==> src/rtl/regbank_writer.sv <==
// Write side of the general register bank: in-order pending-write queue feeding
// one commit per cycle into register storage, with read-after-write hazard flags.
module regbank_writer #(
  parameter int unsigned DATA_W = 16,
  parameter int unsigned ADDR_W = 6,
  parameter int unsigned NREGS  = 62,
  parameter int unsigned DEPTH  = 2
) (
  input  logic                    clk,
  input  logic                    reset,
  input  logic                    wr_valid,
  output logic                    wr_ready,
  input  logic [ADDR_W-1:0]       wr_addr,
  input  logic [DATA_W-1:0]       wr_data,
  input  logic                    hold,
  input  logic [ADDR_W-1:0]       chk_a,
  input  logic [ADDR_W-1:0]       chk_b,
  output logic                    haz_a,
  output logic                    haz_b,
  output logic [NREGS*DATA_W-1:0] regs_flat,
  output logic                    commit_pulse,
  output logic [ADDR_W-1:0]       commit_addr,
  output logic                    idle
);

  localparam int unsigned PtrW = (DEPTH > 1) ? $clog2(DEPTH) : 1;
  localparam int unsigned CntW = $clog2(DEPTH + 1);
  localparam logic [CntW-1:0]   DepthC  = CntW'(DEPTH);
  localparam logic [ADDR_W-1:0] NregsA  = ADDR_W'(NREGS);
  localparam logic [PtrW-1:0]   LastPtr = PtrW'(DEPTH - 1);

  logic [ADDR_W-1:0] q_addr [DEPTH];
  logic [DATA_W-1:0] q_data [DEPTH];
  logic [PtrW-1:0]   head_q, tail_q;
  logic [CntW-1:0]   count_q;
  logic [DATA_W-1:0] regs_q [NREGS];
  logic [DEPTH-1:0]  slot_valid;
  logic              accept, commit;

  function automatic logic [PtrW-1:0] inc_ptr(input logic [PtrW-1:0] p);
    return (p == LastPtr) ? '0 : p + 1'b1;
  endfunction

  // Ready depends only on registered occupancy, never on hold or this cycle's commit.
  assign wr_ready = (count_q < DepthC) && !reset;
  assign accept   = wr_valid && wr_ready;
  assign commit   = (count_q != '0) && !hold;
  assign idle     = (count_q == '0);

  always_comb begin
    slot_valid = '0;
    haz_a      = 1'b0;
    haz_b      = 1'b0;
    for (int s = 0; s < int'(DEPTH); s++) begin
      // Slot s holds a live entry when its distance from head is below count.
      slot_valid[s] = ((s + int'(DEPTH) - int'(head_q)) % int'(DEPTH)) < int'(count_q);
      if (slot_valid[s] && (chk_a < NregsA) && (q_addr[s] == chk_a)) haz_a = 1'b1;
      if (slot_valid[s] && (chk_b < NregsA) && (q_addr[s] == chk_b)) haz_b = 1'b1;
    end
  end

  always_ff @(posedge clk or posedge reset) begin
    if (reset) begin
      head_q       <= '0;
      tail_q       <= '0;
      count_q      <= '0;
      commit_pulse <= 1'b0;
      commit_addr  <= '0;
      for (int i = 0; i < int'(DEPTH); i++) begin
        q_addr[i] <= '0;
        q_data[i] <= '0;
      end
      for (int i = 0; i < int'(NREGS); i++) regs_q[i] <= '0;
    end else begin
      if (accept) begin
        q_addr[tail_q] <= wr_addr;
        q_data[tail_q] <= wr_data;
        tail_q         <= inc_ptr(tail_q);
      end
      if (commit) begin
        head_q      <= inc_ptr(head_q);
        commit_addr <= q_addr[head_q];
        // Addresses at or above NREGS match no register and are dropped.
        for (int i = 0; i < int'(NREGS); i++) begin
          if (q_addr[head_q] == ADDR_W'(i)) regs_q[i] <= q_data[head_q];
        end
      end
      commit_pulse <= commit;
      if (accept && !commit)      count_q <= count_q + 1'b1;
      else if (!accept && commit) count_q <= count_q - 1'b1;
    end
  end

  for (genvar g = 0; g < int'(NREGS); g++) begin : g_flat
    assign regs_flat[g*DATA_W +: DATA_W] = regs_q[g];
  end

endmodule
==> config.mk <==
export PLATFORM = sky130hd
export DESIGN_NAME = regbank_writer
export DESIGN_NICKNAME = d
export VERILOG_FILES = /design/src/rtl/regbank_writer.sv
export SDC_FILE = /design/constraint.sdc
export NUM_CORES = 2
export LEC_CHECK = 0
export ABC_AREA = 0
export BUFFER_PORTS_ARGS = -buffer_cell sky130_fd_sc_hd__buf_2
export CAP_MARGIN = 20
export CORE_AREA = 8 8 394 396
export DETAILED_ROUTE_END_ITERATION = 8
export DIE_AREA = 0 0 402 404
export GPL_ROUTABILITY_DRIVEN = 0
export HOLD_SLACK_MARGIN = 0.08
export PLACE_DENSITY = 0.57
export SLEW_MARGIN = 30
export SYNTH_ARGS = -nofsm -noshare
export SYNTH_HDL_FRONTEND = slang
export SYNTH_SLANG_ARGS = --single-unit
export TNS_END_PERCENT = 20
==> constraint.sdc <==
create_clock -name clk -period 47.5 [get_ports clk]
set_clock_uncertainty 0.15 [all_clocks]
set_input_delay 4.75 -clock clk [delete_from_list [all_inputs] [get_ports clk]]
set_output_delay 4.75 -clock clk [all_outputs]
set_load 0.02 [all_outputs]
==> impl_results.md <==
- CTS tree: built
- Vias: 25711
- Per-cell routed wire length: around 27 um
- Synth Warn #: 0
- Crit path max fanout: 2
- Clock slew seen by the registers of the worst setup and hold paths: 0.06 ns
- Starting density of the core: 27.5%
- CP peak stage delay: 0.33 ns
- Pin count of the biggest net entering global routing: ~160
- Worst Hold Endpoint: commit_addr[4]
- CP delay by family, top: simple AND/OR/NAND/NOR gates
- # Max-Cap Violations: 0
- CP max stage cell: nor4_1
- Hold path depth: 2
- EDFF count, synth: 0
- Count of cell types in the netlist: 54
- WL final: 151000 um
- DP Worst Slack: 36.76 ns
- Async SR Flop Fraction: 100%
- Post-Syn Area: 0.0409 mm^2
- Measured slew at the worst slew-check pin: between 0.9 and 1 ns
- Hold path start: commit_addr[4]
- Fin cells: 5566
- Crit-path cells: buf_2 > xnor2_1 > nand4_1 > nor4_1 > o22a_1 > buf_2
- Post-CTS Hold Buffers: 0
- GRT Total Usage: 17.9%
- # rows: 142
- Drt pass-1 iters: 5
- Hold Vio Cnt, Final: 0
- Final setup vio count: 0
- Initial antenna violation count: 23
- Ys flop type: dfrtp_1
- Buf/Inv on CP: 2
- Core footprint: 0.149 mm^2
- Die Height: 404 um
- Design area: 0.0524 mm^2
- Crit. End Element: output port
- R2r setup slk: 43.41 ns
- Die ar.: 0.162 mm^2
- Post-route setup slack: 36.75 ns
- Simple-gate share of the synthesized area: 2.94%
- RR Startpoint: head_q
- DIE WIDTH: ~400 um
- Post-CTS setup buffers: 0
- Synth Area in XOR/XNOR: less than 1%
- R2r worst-path depth: 5
- Worst setup SP type: input port
- CTS resizes: 0
- Largest family of logic cells by synthesized area: multiplexers
- Cell Pwr Density: 74.2 mW/mm^2
- Peak supply drop: between 0.00005 and 0.00006 V
- Drt drc: 0
- Fmax: 0.0930 GHz
- Layout cell share with drive strength beyond 1: about two thirds
- DP Area: 0.0483 mm^2
- WP data arrival: 5.85 ns
- Synthesized Nets: 2525
- Syn_area_per_cell: 16.4 um^2
- PortBufs: 1040
- CTS Buf Count: 112
- RSZ-0062 raised after global routing: no
- Dpl cells: 5342
- DR iter-0 viols: 1116
- Crit Path Class: in2out
- Mapped Cells: 2486
- H-tree Lvls: 3
- Root buf cell: clkbuf_16
- First-pass GRT wire length: 213000 um
- Critical Path Most Common Cell: buf_2
- Io pins: around 1000
- Setup TNS: 0 ns
- Synth Area in Compound Gates: less than 1%
- NumNets Final: 3554
- Layout Area Growth over Synthesis: 28.1%
- Status: finished, final reports clean
- Maximum root-to-sink buffer count: 3
- Sequential cell area fraction in the yosys report: 64.1%
- Vias in the first global route: between 20000 and 30000
- CTS Sinks: 1047
- R2R Path End: regs_flat[221]
- Leakage power: approximately 0.028 uW
- Total chip power: 3880 uW
- ANT nets after route: 0
- Final period util: 22.6%
- Synth Area in Adders: 0.0306%
- Post-synthesis register bit count: around 1000
- DR vias/cell: about 4.6
- Slew HR: 35.4%
- Req. time, crit path: 42.60 ns
- HP Class: reg2reg
- Final worst path period need: between 10 and 15 ns
- Final-report max-slew violation count: 0
- Mux cell area share after synthesis: 29.1%
- Worst-Skew Late Latency: between 0.7 and 0.8 ns
- Grt ovf: 0
- Detail Placement HPWL: 106000 um
tightest hold or removal path, stage by stage (launching register included):
cell,delay [ns]
dfrtp_1,0.34
nand2_1,0.05
o21ai_0,0.06
state kept, by name (all words and copies together), names as in the netlist:
register      count
commit_pulse      1
count_q           2
q_data           32
regs_flat       992
tail_q            1
q_addr           12
commit_addr       6
head_q            1
per-stage QoR:
stage	utilization, %	hold WS (ns)
6_report	35.2	0.328
4_1_cts	35.1	0.330
3_3_place_gp	32.3	0.315
5_1_grt	35.2	0.351
3_5_place_dp	32.4	0.316
2_1_floorplan	-	0.311
layout make-up:
class	count	area, um^2
multi-input cells	1233	13800
clock inverters	41	621
flip-flops and latches	1047	26200
inverters	7	38.8
fillers	14631	96500
repair buffers	1114	5880
well taps	1944	2430
clock buffers	168	3360
diodes	12	30.0
layout by cell type, fill, tap and decap left out, drive strengths merged, types with 13 or more instances in the layout:
cell	count
xnor2	19
clkinv	23
buf	1114
nor4	15
clkbuf	168
nor3	19
dfrtp	1047
nor2	14
nand3	23
o21ai	13
mux2	1051
nand2	17
layer usage:
metal	GRT usage, %	share of wire [%]
met1	21.4	40
met2	30.3	49
met3	5.83	7.7
met4	6.51	4.0
met5	0	0
where the power goes:
group          total [uW]  switching [uW]  internal, uW  leakage, uW
combinational        1590            1100           493       0.0122
clock                 931             375           556      0.00196
sequential           1370             182          1180       0.0142
total                3880            1650          2230       0.0284
cell usage after synthesis, types with 4 or more instances:
library cell,number,area [um^2]
mux2_2,1049,11800
dfrtp_1,1047,26200
clkbuf_1,103,387
buf_2,46,230
buf_4,37,278
xnor2_1,19,166
nand2_1,15,56.3
nand3_2,14,140
nor3_4,14,228
o21ai_0,11,55.1
nor4_4,10,213
xor2_1,10,87.6
buf_6,9,101
nor2_1,8,30.0
inv_1,6,22.5
nor2_2,6,37.5
mux2i_1,5,50.1
nand3_4,5,87.6
nand4_4,5,106
o21a_1,5,37.5
and3_1,4,25.0
nand3_1,4,20.0
nand4_1,4,25.0
nor3_2,4,40.0
nor4_1,4,25.0
cells by family after synthesis:
group	Yosys count
muxes	1057
AOI/OAI and AO/OA	31
DFF	1047
and+or+nand+nor	115
buffers and inverters	206
xor gates and xnor gates	29
adders and majority gates	1
worst max-delay path by stage:
stage | startpoint | endpoint | slack (ns) | cells past startpoint
2_1_floorplan | reset | commit_addr[0] | 13.13 | 1
3_3_place_gp | chk_b[0] | haz_b | 36.76 | 6
3_5_place_dp | chk_b[5] | haz_b | 36.76 | 6
4_1_cts | chk_b[0] | haz_b | 36.74 | 6
5_1_grt | chk_b[5] | haz_b | 36.69 | 6
6_report | chk_b[0] | haz_b | 36.75 | 6
Power figures use the tool's default switching activity.
